## src/rtl/mont_precompute_pkg.sv

```systemverilog
// rtl/mont_precompute_pkg.sv - shared widths, types and helpers for the Montgomery precompute block
`ifndef BITS
`define BITS 8
`endif
`ifndef LOG_BITS
`define LOG_BITS 3
`endif

package mont_precompute_pkg;

    localparam int unsigned WORD_W = `BITS;
    localparam int unsigned CNT_W  = `LOG_BITS;

    typedef logic [WORD_W-1:0] word_t;
    typedef logic [CNT_W-1:0]  cnt_t;

    // Montgomery arithmetic needs an odd modulus above one.
    function automatic logic is_bad_modulus(input word_t n);
        return (!n[0]) || (n < word_t'(2));
    endfunction

endpackage

```

## src/rtl/mont_precompute_if.sv

```systemverilog
// rtl/mont_precompute_if.sv - request/result bundle between a requester and mont_precompute
`ifndef BITS
`define BITS 8
`endif
`ifndef LOG_BITS
`define LOG_BITS 3
`endif

interface mont_precompute_if
    import mont_precompute_pkg::*;
    ();

    logic  start;
    word_t base;
    word_t N;
    logic  done;
    logic  err;
    word_t base_mont;
    word_t one_mont;
    word_t N_prime;

    modport master (
        output start, base, N,
        input  done, err, base_mont, one_mont, N_prime
    );

    modport slave (
        input  start, base, N,
        output done, err, base_mont, one_mont, N_prime
    );

endinterface

```

## src/rtl/mont_precompute_mod_double.sv

```systemverilog
// rtl/mont_precompute_mod_double.sv - combinational modular doubling, 2x mod N for x < N
`ifndef BITS
`define BITS 8
`endif
`ifndef LOG_BITS
`define LOG_BITS 3
`endif

module mod_double
    import mont_precompute_pkg::*;
(
    input  word_t x,
    input  word_t N,
    output word_t y
);

    // One extra bit keeps the carry of 2x so the compare against N is exact.
    logic [`BITS:0] w_dbl;
    logic [`BITS:0] w_n_ext;

    assign w_dbl   = {x, 1'b0};
    assign w_n_ext = {1'b0, N};
    assign y       = (w_dbl >= w_n_ext) ? word_t'(w_dbl - w_n_ext) : w_dbl[`BITS-1:0];

endmodule

```

## src/rtl/mont_precompute.sv

```systemverilog
// rtl/mont_precompute.sv - computes base*R mod N, R mod N and -1/N mod R for R = 2^BITS
`ifndef BITS
`define BITS 8
`endif
`ifndef LOG_BITS
`define LOG_BITS 3
`endif

module mont_precompute
    import mont_precompute_pkg::*;
(
    input  logic              clk,
    input  logic              rst,
    mont_precompute_if.slave  bus
);

    typedef enum logic [1:0] {
        ST_IDLE = 2'd0,
        ST_RUN  = 2'd1,
        ST_DONE = 2'd2
    } state_t;

    state_t r_state;
    state_t w_next;

    word_t r_n;
    word_t r_b;
    word_t r_r;
    word_t r_y;
    word_t r_s;
    cnt_t  r_cnt;
    logic  r_err;

    word_t w_r_dbl;
    word_t w_b_dbl;
    word_t w_n_shl;
    logic  w_last;
    logic  w_bad;
    logic  w_done;

    mod_double u_dbl_r (
        .x (r_r),
        .N (r_n),
        .y (w_r_dbl)
    );

    mod_double u_dbl_b (
        .x (r_b),
        .N (r_n),
        .y (w_b_dbl)
    );

    assign w_last  = (r_cnt == cnt_t'(`BITS - 1));
    assign w_bad   = is_bad_modulus(bus.N);
    assign w_n_shl = r_n << r_cnt;

    always_ff @(posedge clk or posedge rst) begin
        if (rst) begin
            r_state <= ST_IDLE;
        end else begin
            r_state <= w_next;
        end
    end

    always_comb begin
        w_next = r_state;
        case (r_state)
            ST_IDLE: begin
                if (bus.start) begin
                    w_next = w_bad ? ST_DONE : ST_RUN;
                end
            end
            ST_RUN: begin
                if (w_last) begin
                    w_next = ST_DONE;
                end
            end
            ST_DONE: w_next = ST_IDLE;
            default: w_next = ST_IDLE;
        endcase
    end

    always_comb begin
        w_done = 1'b0;
        if (r_state == ST_DONE) begin
            w_done = 1'b1;
        end
    end

    // Bit i of N_prime is set whenever bit i of the running N*N_prime is still
    // zero, so after BITS steps the product is all ones, i.e. -1 mod 2^BITS.
    always_ff @(posedge clk or posedge rst) begin
        if (rst) begin
            r_n   <= '0;
            r_b   <= '0;
            r_r   <= '0;
            r_y   <= '0;
            r_s   <= '0;
            r_cnt <= '0;
            r_err <= 1'b0;
        end else begin
            case (r_state)
                ST_IDLE: begin
                    if (bus.start) begin
                        r_n   <= bus.N;
                        r_y   <= '0;
                        r_s   <= '0;
                        r_cnt <= '0;
                        if (w_bad) begin
                            r_b   <= '0;
                            r_r   <= '0;
                            r_err <= 1'b1;
                        end else begin
                            r_b   <= bus.base;
                            r_r   <= word_t'(1);
                            r_err <= 1'b0;
                        end
                    end
                end
                ST_RUN: begin
                    r_r <= w_r_dbl;
                    r_b <= w_b_dbl;
                    if (!r_s[r_cnt]) begin
                        r_y[r_cnt] <= 1'b1;
                        r_s        <= r_s + w_n_shl;
                    end
                    r_cnt <= w_last ? '0 : r_cnt + cnt_t'(1);
                end
                default: begin
                end
            endcase
        end
    end

    assign bus.done      = w_done;
    assign bus.err       = r_err;
    assign bus.base_mont = r_b;
    assign bus.one_mont  = r_r;
    assign bus.N_prime   = r_y;

endmodule

```

## src/flat_wrapper.sv

```systemverilog
// flat-port wrapper written by rule: the top's interface ports become plain ports
module mont_precompute_flat import mont_precompute_pkg::*;
  (clk, rst, bus_start, bus_base, bus_N, bus_done, bus_err, bus_base_mont, bus_one_mont, bus_N_prime);
  mont_precompute_if bus_i ();
  input  logic clk;
  input  logic rst;
  input wire logic [$bits(bus_i.start)-1:0] bus_start;
  input wire logic [$bits(bus_i.base)-1:0] bus_base;
  input wire logic [$bits(bus_i.N)-1:0] bus_N;
  output wire logic [$bits(bus_i.done)-1:0] bus_done;
  output wire logic [$bits(bus_i.err)-1:0] bus_err;
  output wire logic [$bits(bus_i.base_mont)-1:0] bus_base_mont;
  output wire logic [$bits(bus_i.one_mont)-1:0] bus_one_mont;
  output wire logic [$bits(bus_i.N_prime)-1:0] bus_N_prime;
  assign bus_i.start = bus_start;
  assign bus_i.base = bus_base;
  assign bus_i.N = bus_N;
  assign bus_done = bus_i.done;
  assign bus_err = bus_i.err;
  assign bus_base_mont = bus_i.base_mont;
  assign bus_one_mont = bus_i.one_mont;
  assign bus_N_prime = bus_i.N_prime;
  mont_precompute u_core (.clk(clk), .rst(rst), .bus(bus_i));
endmodule
```

## config.mk

```make
export PLATFORM = sky130hd
export DESIGN_NAME = mont_precompute_flat
export DESIGN_NICKNAME = d
export VERILOG_FILES = /design/src/rtl/mont_precompute_pkg.sv /design/src/rtl/mont_precompute_if.sv /design/src/rtl/mont_precompute_mod_double.sv /design/src/rtl/mont_precompute.sv /design/src/flat_wrapper.sv
export SDC_FILE = /design/constraint.sdc
export NUM_CORES = 1
export LEC_CHECK = 0
export BUFFER_PORTS_ARGS = -buffer_cell sky130_fd_sc_hd__buf_2
export CORE_MARGIN = 2
export CORE_UTILIZATION = 50
export CTS_BUF_LIST = sky130_fd_sc_hd__clkbuf_4 sky130_fd_sc_hd__clkbuf_8 sky130_fd_sc_hd__clkbuf_16
export CTS_CLUSTER_SIZE = 14
export DETAILED_ROUTE_END_ITERATION = 12
export PLACE_DENSITY = 0.77
export SLEW_MARGIN = 20
export SYNTH_ARGS = -nofsm -noshare
export SYNTH_HDL_FRONTEND = slang
export SYNTH_SLANG_ARGS = --single-unit
```

## constraint.sdc

```tcl
create_clock -name clk -period 4.4 [get_ports clk]
set_input_delay 0 -clock clk [delete_from_list [all_inputs] [get_ports clk]]
set_output_delay 0 -clock clk [all_outputs]
set_load 0.05 [all_outputs]
```

# Yosys cells after proc, flatten, opt, wreduce, memory -nomap -nowiden
# Index checks and enable logic that the tools add are counted.
# W data, S select, Z words.
[op_classes]
order_cmp = 5
n_eq_ne = 6
shifts = 1
addsub = 4
bitwise = 1
reduce_logical = 9
n_mux = 26
[op_table]
columns = ["op", "n"]
rows = [
  ["$mux W8", 8],
  ["$pmux W8 S2", 4],
  ["$ge A9 B8 Y1", 2],
  ["$sub A8 B8 Y8", 2],
  ["$add A8 B8 Y8", 1],
  ["$lt A8 B2 Y1 const B", 1],
  ["$or A8 B8 Y8", 1],
  ["$shl A8 B3 Y8", 1],
  ["$mux W2", 3],
  ["$mux W3", 2],
  ["$pmux W3 S2", 1],
  ["$reduce_and A2 Y1", 3],
  ["$mux W1", 5],
  ["$lt A3 B4 Y1 const B", 1],
  ["$ne A2 B2 Y1 const B", 2],
  ["$pmux W2 S2", 1],
  ["$add A3 B1 Y3 const B", 1],
  ["$bmux W1 S3", 1],
  ["$demux W1 S3", 1],
  ["$eq A3 B3 Y1 const B", 1],
  ["$ge A3 B1 Y1 const B", 1],
  ["$reduce_and A3 Y1", 1],
  ["$eq A2 B1 Y1 const B", 1],
  ["$eq A2 B2 Y1 const B", 1],
  ["other kinds (6)", 6],
]
[word_totals]
input_bits = 19
output_inout_bits = 26
wordCells = 60
ff_bits = 46

# Logic depth before layout (Yosys ltp)
# Gate-level depths: netlist (run 1).
[logic_depth]
ltp_word = 7
ltp_mapped = 12
mapped_depth_nobuf = 12

# By module
# Synthesis (run 1) repeated with hierarchy kept, for this count alone.
[unflattened]
cells_unflattened = 379
hier_area_um2 = 3452.1
[modules_own_cells]
columns = ["module", "seq_area_each_um2", "area_each_um2", "instances", "cells_per_inst"]
rows = [
  ["mont_precompute", 1151.1, 2506.2, 1, 255],
  ["mod_double", 0.0, 473.0, 2, 62],
]

# Worst setup path before layout (run 1)
# OpenSTA, ideal clock, no wires.
[synth_path]
path_type = "flip-flop to flip-flop"
startpoint = "register u_core.r_cnt[0]"
endpoint = "register u_core.r_s[7]"
arrival_time_ns = 2.717
setup_ns = 0.128
path_stages_with_launch = 13
n_path_buf = 2
slack_ns = 1.555
synth_period_minus_slack_ns = 2.845
t_required_ns = 4.272
path_cell_list = "dfrtp_1 -> clkbuf_1 -> clkbuf_1 -> mux2i_1 -> nor3_1 -> ha_1 -> a21o_1 -> nand4_1 -> nand3_1 -> o41ai_1 -> xnor2_1 -> a21oi_1 -> o22ai_1"
[synth_between]
elab_chain_cells = 4
word_cells_on_any_way = 8
[synth_rtl]
columns = ["element", "line", "rtl"]
rows = [
  ["start, declared", "mont_precompute.sv:31", "cnt_t r_cnt;"],
  ["start signal, assigned", "mont_precompute.sv:127", "r_cnt <= w_last ? '0 : r_cnt + cnt_t'(1);"],
  ["$shl A8 B3 Y8 / $bmux W1 S3 (equally long branches)", "mont_precompute.sv:55, mont_precompute.sv:123", ""],
  ["$add A8 B8 Y8 / $mux W1 (equally long branches)", "mont_precompute.sv:125, mont_precompute.sv:123", ""],
  ["$mux W8 / $ne A2 B2 Y1 (equally long branches)", "n/a", ""],
  ["$pmux W8 S2 / $reduce_and A3 Y1 (equally long branches)", "n/a", ""],
  ["end signal, assigned", "mont_precompute.sv:125", "r_s <= r_s + w_n_shl;"],
  ["end, declared", "mont_precompute.sv:30", "word_t r_s;"],
]
# Several ways; a longest one is shown, not always the timed one. The select of a mux whose other input is x is not followed.
# A chain may end at the register's enable or synchronous reset.

# Worst setup path after layout (run 1)
[layout_path]
startpoint = "register u_core.r_cnt[0]"
endpoint = "register u_core.r_s[6]"
# The elaborated chain is that of the path after synthesis.

==> results of run 1 <==
kinds of logic after synthesis:
logic type / synth area share, %
xor gates and xnor gates: 3.23
buffers and inverters: 4.57
and+or+nand+nor: 16.3
muxes: 7.53
DFF: 35.3
AOI/OAI and AO/OA: 21.6
adders and majority gates: 11.4
per-layer routing:
| metal | track usage [%] | wire [microns] |
|---|---|---|
| met5 | 0 | 0 |
| met4 | 7.22 | 180 |
| met3 | 4.82 | 361 |
| met2 | 40.3 | 4080 |
| met1 | 29.3 | 3480 |
worst max-delay path: stages (launching register included):
cell                       delay, ns
sky130_fd_sc_hd__dfrtp_1        0.87
sky130_fd_sc_hd__nor2_1         0.13
sky130_fd_sc_hd__and3_1         0.22
sky130_fd_sc_hd__ha_1           0.21
sky130_fd_sc_hd__fa_1           0.42
sky130_fd_sc_hd__a21o_1         0.17
sky130_fd_sc_hd__a21oi_1        0.23
sky130_fd_sc_hd__o21bai_1       0.09
sky130_fd_sc_hd__a21oi_1        0.17
sky130_fd_sc_hd__xnor2_1        0.08
sky130_fd_sc_hd__a22o_1         0.18
metrics by stage:
step	cells	hold WS [ns]	area, sq um	utilization, %	worst slack, ns
2_1_floorplan	359	0.122	3260	-	1.55
3_3_place_gp	465	0.230	3500	55.5	1.66
3_5_place_dp	465	0.233	3500	55.5	1.55
4_1_cts	486	0.0232	3750	59.4	1.53
5_1_grt	486	0.0325	3750	59.4	1.19
6_report	486	0.0261	3750	59.4	1.53
area by class of cell:
class                           count  area [sq um]
Clock buffer                        6          76.3
Clock inverter                      2          37.5
Fill cell                         547          2560
Inverter                           19          72.6
Multi-Input combinational cell    278          1960
Sequential cell                    46          1150
Tap cell                           77          96.3
Timing Repair Buffer               58           358
cell usage in the layout (no fill, tap or decap), drive strengths merged, types with 6 or more instances in the layout:
master | netlist | layout
nor2 | 33 | 33
a21oi | 24 | 24
a21o | 7 | 7
inv | 19 | 18
o21ai | 27 | 27
buf | 4 | 45
o21a | 6 | 6
dlygate4sd3 | 0 | 13
ha | 25 | 25
clkbuf | 12 | 6
dfrtp | 46 | 46
mux2i | 11 | 11
xnor2 | 8 | 8
nor3 | 9 | 9
nand2 | 38 | 38
nand3 | 12 | 12
flip-flops by register name (all words and copies together) (netlist names):
signal                count
u_core.bus.N_prime        8
u_core.bus.base_mont      8
u_core.bus.one_mont       8
u_core.r_n                8
u_core.r_s                8
u_core.r_cnt              3
u_core.r_state            2
u_core.bus.err            1
worst min path at each step:
stage | cells after the start | slack [ns] | endpoint
final | 4 | 0.03 | u_core.bus.base_mont[7]$_DFFE_PP0P_
after global routing | 4 | 0.03 | u_core.bus.base_mont[7]$_DFFE_PP0P_
after global placement | 3 | 0.23 | u_core.r_n[4]$_DFFE_PP0P_
after CTS | 4 | 0.02 | u_core.bus.base_mont[7]$_DFFE_PP0P_
after floorplan | 2 | 0.12 | u_core.r_n[0]$_DFFE_PP0P_
after detailed placement | 3 | 0.23 | u_core.r_n[5]$_DFFE_PP0P_
==> reports/metrics.yaml, run 1 <==
outcome:
  status: "completed"
synth:
  ys_seq_elements: 46
  synth_top_cell_by_area: "sky130_fd_sc_hd__dfrtp_1"
  netlist_instances: 359
  post_synth_instance_area_sq_um: 3260
  most_area_consuming_cells_after_synthesis: "sky130_fd_sc_hd__dfrtp_1 35%, sky130_fd_sc_hd__ha_1 9.6%, sky130_fd_sc_hd__nand2_1 4.4%, sky130_fd_sc_hd__nor2_1 3.8%, sky130_fd_sc_hd__a21oi_1 3.4%"
  yosys_most_used_dff: "sky130_fd_sc_hd__dfrtp_1"
  yosys.cell_count.top_type: "sky130_fd_sc_hd__dfrtp_1"
  commonest_cells_post_synth: "46 x sky130_fd_sc_hd__dfrtp_1, 38 x sky130_fd_sc_hd__nand2_1, 33 x sky130_fd_sc_hd__nor2_1"
  synth_largest_type_area_fraction_pct: 35.3
  synth_cell_type_count: 54
  yosysSeqAreaShare_pct: 35.3
  synthesis.nets: 406
  synth_enable_flop_cells: 0
  yosysWarnings: 0
  post_synth.cell_area_avg_sq_um: 9.07
  async_flop_share_pct: 100
critical_path:
  timing.setup.critical_path_class: "reg -> reg"
  timing.critical_path.to_type: "flip-flop"
  worst_ep_required_time_ns: 4.60
  worst-r2r-cell-count: 10
  worstSetupEndpoint: "u_core.r_s[6]$_DFFE_PP0P_"
  cp.arrival_ns: 3.07
  critical_path_peak_fanout: 23
  worst_r2r_startpoint: "u_core.r_cnt[0]$_DFFE_PP0P_"
  timing.rr.end: "u_core.r_s[6]$_DFFE_PP0P_"
  setup.reg_to_reg.worst_slack_ns: 1.53
  launch_point_of_the_critical_path: "u_core.r_cnt[0]$_DFFE_PP0P_"
  start_kind: "flip-flop"
cts:
  path_clk_slew_ns: 0.10
  clockBufferDepth: 2
  post_cts_hold_buffer_count: 13
  post_cts_resize_count: 0
  cts_tree: "done"
  clock-root-buffer: "sky130_fd_sc_hd__clkbuf_8"
  cts_setup_buffers: 0
  clock_sink_count: 46
  worst_skew_pair.late_latency_ns: 0.31
  htree_num_levels: 2
  cts_inserted_buffers: 5
finish:
  final_layout_size_suffix_gt1_share_pct: 16.1
  area_growth_from_synthesis_to_layout_pct: 15.1
  n_antenna_cell: 0
  layout.nets: 455
floorplan:
  die_h_microns: 84.7
  effective_utilization_at_floorplan_pct: 51.6
  die_width_microns: 84.7
  dieArea_sq_um: 7170
  floorplan.core_area_sq_um: 6310
  num_rows: 29
  num_io_pins: 45
place:
  port_buffers: 44
  hpwl_after_dpl_microns: 5630
  place.gp.congestion: 0.944
route:
  detail-route-antenna-nets: 0
  routed_wire_length_per_instance_microns: 16.7
  drt_first_pass_iters: 4
  drt_wl_total_microns: 8100
  drc_errors: 0
  detail_route.vias_per_cell: 5.90
  dr_total_vias: 2866
  detailedRoute.firstIterationViolations: 218
global_route:
  grt_start_max_net_pins: 47
  grt_pass1_wl_microns: 13300
  antenna_found_initial: 0
  grt_pass1_vias: 2799
  total_grt_overflow: 0
  grt_util_all_layers_pct: 23.3
worst_hold_path:
  hp-class: "in -> reg"
  holdCritStartpoint: "bus_base[7]"
timing:
  min_period_over_period_pct: 65.2
  worst-slew-pin-transition_ns: 0.971
  relative_slew_slack_pct: 35.1
  layout_min_cycle_time_ns: 2.87
  worst_clock_skew_ns: 0.00637
  rsz0062_at_grt: "no"
  timing.fmax_mhz: 348
  number_of_pins_exceeding_their_max_slew_limit_in_the_final_report: 0
  hold_violations: 0
  finalSetupViolations: 0
  fin_setup_tns_ns: 0
job:
  cap_viol_max_count: 0
Power of run 1 is left out: the tool's default activity adds up to more than one toggle a clock period on the data nets, which glitch-free logic cannot reach.
==> inputs of run 2 (changes only) <==
--- a/config.mk
+++ b/config.mk
@@ -11,7 +11,7 @@
 export CTS_BUF_LIST = sky130_fd_sc_hd__clkbuf_4 sky130_fd_sc_hd__clkbuf_8 sky130_fd_sc_hd__clkbuf_16
 export CTS_CLUSTER_SIZE = 14
 export DETAILED_ROUTE_END_ITERATION = 12
-export PLACE_DENSITY = 0.77
+export PLACE_DENSITY = 0.8
 export SLEW_MARGIN = 20
 export SYNTH_ARGS = -nofsm -noshare
 export SYNTH_HDL_FRONTEND = slang
==> constraint.sdc (replaced) <==
create_clock -name clk -period 2.5 [get_ports clk]
set_input_delay 0 -clock clk [delete_from_list [all_inputs] [get_ports clk]]
set_output_delay 0 -clock clk [all_outputs]
set_load 0.05 [all_outputs]
==> reports/metrics.yaml, run 2 (synthesis gave the netlist of run 1 again) <==
outcome:
  status: "completed"
cts:
  worst_skew_pair.late_latency_ns: 0.31
  path_clk_slew_ns: 0.09
  htree_num_levels: 2
  cts_inserted_buffers: 5
  clock-root-buffer: "sky130_fd_sc_hd__clkbuf_8"
  clock_sink_count: 46
  clockBufferDepth: 2
  cts_tree: "done"
critical_path:
  crit_path_max_incr_delay_ns: 0.49
  crit_path_top_delay_cell: "sky130_fd_sc_hd__dfrtp_2"
  crit_buf_inv: 0
  cp_top_family: "simple AND/OR/NAND/NOR gates"
  worst_path_most_repeated_cell: "sky130_fd_sc_hd__nand3_1"
  setup.reg_to_reg.worst_slack_ns: 0.11
  cp.arrival_ns: 2.59
  start_kind: "flip-flop"
  timing.critical_path.to_type: "flip-flop"
  worst_ep_required_time_ns: 2.70
  critical_path_peak_fanout: 10
  timing.setup.critical_path_class: "reg -> reg"
  crit_chain: "mux2i_1 > and2_1 > nor3_1 > ha_1 > nand3_1 > nand3_1 > o41ai_2 > xnor2_1 > a21oi_1 > o22ai_1"
timing:
  min_period_over_period_pct: 95.7
  relative_slew_slack_pct: 45.3
  hold_violations: 0
  rsz0062_at_grt: "yes"
  fin_setup_tns_ns: 0
  timing.fmax_mhz: 418
  worst_clock_skew_ns: 0.00713
  final.setup.worst_slack_ns: 0.108
  number_of_pins_exceeding_their_max_slew_limit_in_the_final_report: 0
  worst-slew-pin-transition_ns: 0.820
  layout_min_cycle_time_ns: 2.39
  finalSetupViolations: 0
finish:
  area_growth_from_synthesis_to_layout_pct: 21.6
  final_layout_size_suffix_gt1_share_pct: 21.6
  layout.nets: 477
  n_antenna_cell: 0
  layout_commonest_cell: "sky130_fd_sc_hd__buf_2"
  mostFrequentLayoutCells: "44 x sky130_fd_sc_hd__buf_2, 43 x sky130_fd_sc_hd__dfrtp_1, 38 x sky130_fd_sc_hd__nand2_1, 33 x sky130_fd_sc_hd__nor2_1, 25 x sky130_fd_sc_hd__ha_1"
  stdcell_count: 507
  post-route-util_pct: 62.7
global_route:
  grt_start_max_net_pins: 47
  grt_pass1_vias: 3040
  total_grt_overflow: 0
  grt_pass1_wl_microns: 14300
  grt_util_all_layers_pct: 25.2
  antenna_found_initial: 0
place:
  placedCellCount: 483
  place.gp.congestion: 0.948
  hpwl_after_dpl_microns: 6000
  pre_cts_ws_ns: -0.000150
  port_buffers: 44
floorplan:
  num_io_pins: 45
  num_rows: 29
  effective_utilization_at_floorplan_pct: 51.6
  die_width_microns: 84.7
  dieArea_sq_um: 7170
  floorplan.core_area_sq_um: 6310
  die_h_microns: 84.7
route:
  detail_route.vias_per_cell: 5.88
  drc_errors: 0
  detail-route-antenna-nets: 0
  drt_wl_total_microns: 8650
  detailedRoute.firstIterationViolations: 141
  drt_first_pass_iters: 4
  dr_total_vias: 2980
  routed_wire_length_per_instance_microns: 17.1
job:
  cap_viol_max_count: 0
worst_hold_path:
  hp-class: "in -> reg"
run 2: changes by cell type in the layout (fill, tap and decap cells not counted), sizes merged:
cell | previous run | this run
buf | 45 | 67
clkinvlp | 1 | 0
run 2: final timing paths:
| path | start | end | cells past startpoint |
|---|---|---|---|
| worst max-delay path | u_core.r_cnt[1]$_DFFE_PP0P_ | u_core.r_s[7]$_DFFE_PP0P_ | 10 |
| worst min-delay path | bus_base[2] | u_core.bus.base_mont[2]$_DFFE_PP0P_ | 4 |
| worst max register to register | u_core.r_cnt[1]$_DFFE_PP0P_ | u_core.r_s[7]$_DFFE_PP0P_ | 10 |
| worst min register to register | u_core.bus.N_prime[3]$_DFFE_PP0P_ | u_core.bus.N_prime[3]$_DFFE_PP0P_ | 2 |
| max in group asynchronous | rst | u_core.r_cnt[2]$_DFFE_PP0P_ | 3 |
| min in group asynchronous | rst | u_core.r_s[7]$_DFFE_PP0P_ | 3 |
run 2: area by class of cell:
type                            count  area, sq um
Timing Repair Buffer               80          539
Tap cell                           77         96.3
Clock buffer                        6         82.6
Sequential cell                    46         1150
Fill cell                         549         2350
Multi-Input combinational cell    278         1980
Inverter                           19         72.6
Clock inverter                      1         30.0
run 2: routing by layer:
layer | share of wire, % | vias up | global-route usage [%]
li1 | - | 1435 | -
met1 | 40 | 1421 | 29.3
met2 | 52 | 93 | 44.7
met3 | 4.2 | 31 | 5.21
met4 | 3.7 | 0 | 11.0
met5 | 0 | - | 0
run 2: tightest hold or removal path: cells and delay by family:
family | cells | cell delay (ns)
AND/OR/NAND/NOR | 1 | 0.13
AO/OA/AOI/OAI | 2 | 0.10
buffers and inverters | 1 | 0.07
run 2: stage by stage:
step / instance area [sq um] / hold WS, ns
6_report: 3960 / 0.0199
5_1_grt: 3960 / 0.0471
4_1_cts: 3890 / 0.0230
3_5_place_dp: 3640 / 0.232
3_3_place_gp: 3640 / 0.226
2_1_floorplan: 3270 / 0.122
run 2: timing repair:
item                                    4_1_cts  5_1_grt
endpoints found under the setup margin        1        9
hold buffers                                 13        0
setup buffers                                 0        4
pin swaps                                     0        1
resized for setup                             1        6
endpoints found under the hold margin        58        0
Power of run 2 is left out for the same reason.
==> inputs of run 3 (changes only) <==
--- a/config.mk
+++ b/config.mk
@@ -11,7 +11,7 @@
 export CTS_BUF_LIST = sky130_fd_sc_hd__clkbuf_4 sky130_fd_sc_hd__clkbuf_8 sky130_fd_sc_hd__clkbuf_16
 export CTS_CLUSTER_SIZE = 14
 export DETAILED_ROUTE_END_ITERATION = 12
-export PLACE_DENSITY = 0.8
+export PLACE_DENSITY = 0.77
 export SLEW_MARGIN = 20
 export SYNTH_ARGS = -nofsm -noshare
 export SYNTH_HDL_FRONTEND = slang
==> constraint.sdc (replaced) <==
create_clock -name clk -period 2.9 [get_ports clk]
set_input_delay 0 -clock clk [delete_from_list [all_inputs] [get_ports clk]]
set_output_delay 0 -clock clk [all_outputs]
set_load 0.05 [all_outputs]
==> reports/metrics.yaml, run 3 (synthesis gave the netlist of run 1 again) <==
finish:
  n_antenna_cell: 0
  fillerInstances: 561
  layout.nets: 461
  mostFrequentLayoutCells: "46 x sky130_fd_sc_hd__dfrtp_1, 44 x sky130_fd_sc_hd__buf_2, 38 x sky130_fd_sc_hd__nand2_1, 33 x sky130_fd_sc_hd__nor2_1, 25 x sky130_fd_sc_hd__ha_1"
  area_growth_from_synthesis_to_layout_pct: 15.9
  layout_commonest_cell: "sky130_fd_sc_hd__dfrtp_1"
  final_layout_size_suffix_gt1_share_pct: 17.3
  stdcell_count: 492
cts:
  cts_tree: "done"
  cts_inserted_buffers: 5
  clock-root-buffer: "sky130_fd_sc_hd__clkbuf_8"
  htree_num_levels: 2
  post_cts_resize_count: 0
  path_clk_slew_ns: 0.10
  clock_sink_count: 46
  worst_skew_pair.late_latency_ns: 0.31
  clockBufferDepth: 2
route:
  detailedRoute.firstIterationViolations: 133
  drt_first_pass_iters: 5
  dr_total_vias: 2882
  drc_errors: 0
  detail_route.vias_per_cell: 5.86
  routed_wire_length_per_instance_microns: 16.4
  drt_wl_total_microns: 8050
  detail-route-antenna-nets: 0
timing:
  finalSetupViolations: 0
  worst-slew-pin-transition_ns: 0.871
  fin_setup_tns_ns: 0
  timing.fmax_mhz: 375
  layout_min_cycle_time_ns: 2.66
  finalHoldWorstSlack_ns: 0.0296
  final.setup.worst_slack_ns: 0.236
  rsz0062_at_grt: "no"
  number_of_pins_exceeding_their_max_slew_limit_in_the_final_report: 0
  worst_clock_skew_ns: 0.0165
  hold_violations: 0
  relative_slew_slack_pct: 41.9
  min_period_over_period_pct: 91.9
floorplan:
  num_rows: 29
  num_io_pins: 45
  effective_utilization_at_floorplan_pct: 51.6
  die_width_microns: 84.7
  die_h_microns: 84.7
  floorplan.core_area_sq_um: 6310
  dieArea_sq_um: 7170
global_route:
  grt_pass1_vias: 2840
  antenna_found_initial: 0
  grt_start_max_net_pins: 47
  grt_pass1_wl_microns: 13500
  grt_util_all_layers_pct: 23.3
  total_grt_overflow: 0
critical_path:
  timing.critical_path.to_type: "flip-flop"
  timing.setup.critical_path_class: "reg -> reg"
  start_kind: "flip-flop"
  worst_ep_required_time_ns: 3.10
  critical_path_peak_fanout: 15
  cp.arrival_ns: 2.86
place:
  pre_cts_ws_ns: 0.258
  hpwl_after_dpl_microns: 5810
  place.gp.congestion: 0.920
  port_buffers: 44
  placedCellCount: 471
outcome:
  status: "completed"
worst_hold_path:
  hp-class: "in -> reg"
job:
  cap_viol_max_count: 0
## run 3: changes by cell type in the layout (fill, tap and decap cells not counted), sizes merged
cell / before / now
inv: 18 / 19
clkinv: 1 / 2
clkinvlp: 0 / 1
bufinv: 1 / 0
buf: 67 / 51
clkbuf: 6 / 5
## run 3: layout make-up
| type | instances | area (sq um) | area share, % |
|---|---|---|---|
| multi-input combinational | 278 | 1960 | 51.9 |
| sequential | 46 | 1150 | 30.5 |
| timing repair buffer | 64 | 403 | 10.7 |
| tap | 77 | 96.3 | 2.55 |
| inverter | 19 | 72.6 | 1.92 |
| clock buffer | 5 | 68.8 | 1.82 |
| clock inverter | 3 | 25.0 | 0.663 |
## run 3: final timing paths
check                                                  from                                   to  slack [ns]  cells past startpoint
max in group asynchronous                               rst  u_core.bus.base_mont[1]$_DFFE_PP0P_        2.04                      3
worst max register to register  u_core.r_cnt[1]$_DFFE_PP0P_            u_core.r_s[6]$_DFFE_PP0P_        0.24                     10
worst max-delay path            u_core.r_cnt[1]$_DFFE_PP0P_            u_core.r_s[6]$_DFFE_PP0P_        0.24                     10
worst min register to register   u_core.bus.err$_DFFE_PP0P_           u_core.bus.err$_DFFE_PP0P_        0.50                      1
min in group asynchronous                               rst            u_core.r_s[0]$_DFFE_PP0P_        0.36                      3
worst min-delay path                            bus_base[7]  u_core.bus.base_mont[7]$_DFFE_PP0P_        0.03                      4
## run 3: through the flow
step                util, %  area [sq um]
floorplan                 -          3260
global placement       56.2          3550
detailed placement     56.2          3550
CTS                    59.8          3770
global route           59.8          3770
finish                 59.8          3770
## run 3: worst max-delay path: stages, from the launching register on
cell	delay, ns
sky130_fd_sc_hd__dfrtp_1	0.65
sky130_fd_sc_hd__mux2i_1	0.27
sky130_fd_sc_hd__o21ai_0	0.13
sky130_fd_sc_hd__and2_1	0.19
sky130_fd_sc_hd__ha_1	0.33
sky130_fd_sc_hd__a21o_1	0.19
sky130_fd_sc_hd__a21oi_1	0.25
sky130_fd_sc_hd__o21bai_1	0.10
sky130_fd_sc_hd__a21oi_1	0.19
sky130_fd_sc_hd__xnor2_1	0.08
sky130_fd_sc_hd__a22o_1	0.18
## run 3: metal layers
| metal | global-route usage (%) | vias up | wire length [microns] |
|---|---|---|---|
| met5 | 0 | - | 0 |
| met4 | 6.20 | 0 | 120 |
| met3 | 2.65 | 12 | 339 |
| met2 | 40.2 | 76 | 4010 |
| met1 | 31.2 | 1402 | 3580 |
| li1 | - | 1392 | - |
## run 3: timing repair
| action | CTS | global route |
|---|---|---|
| endpoints found under the hold margin | 58 | 0 |
| setup buffers | 0 | 0 |
| hold buffers | 13 | 0 |
Power of run 3 is left out for the same reason.
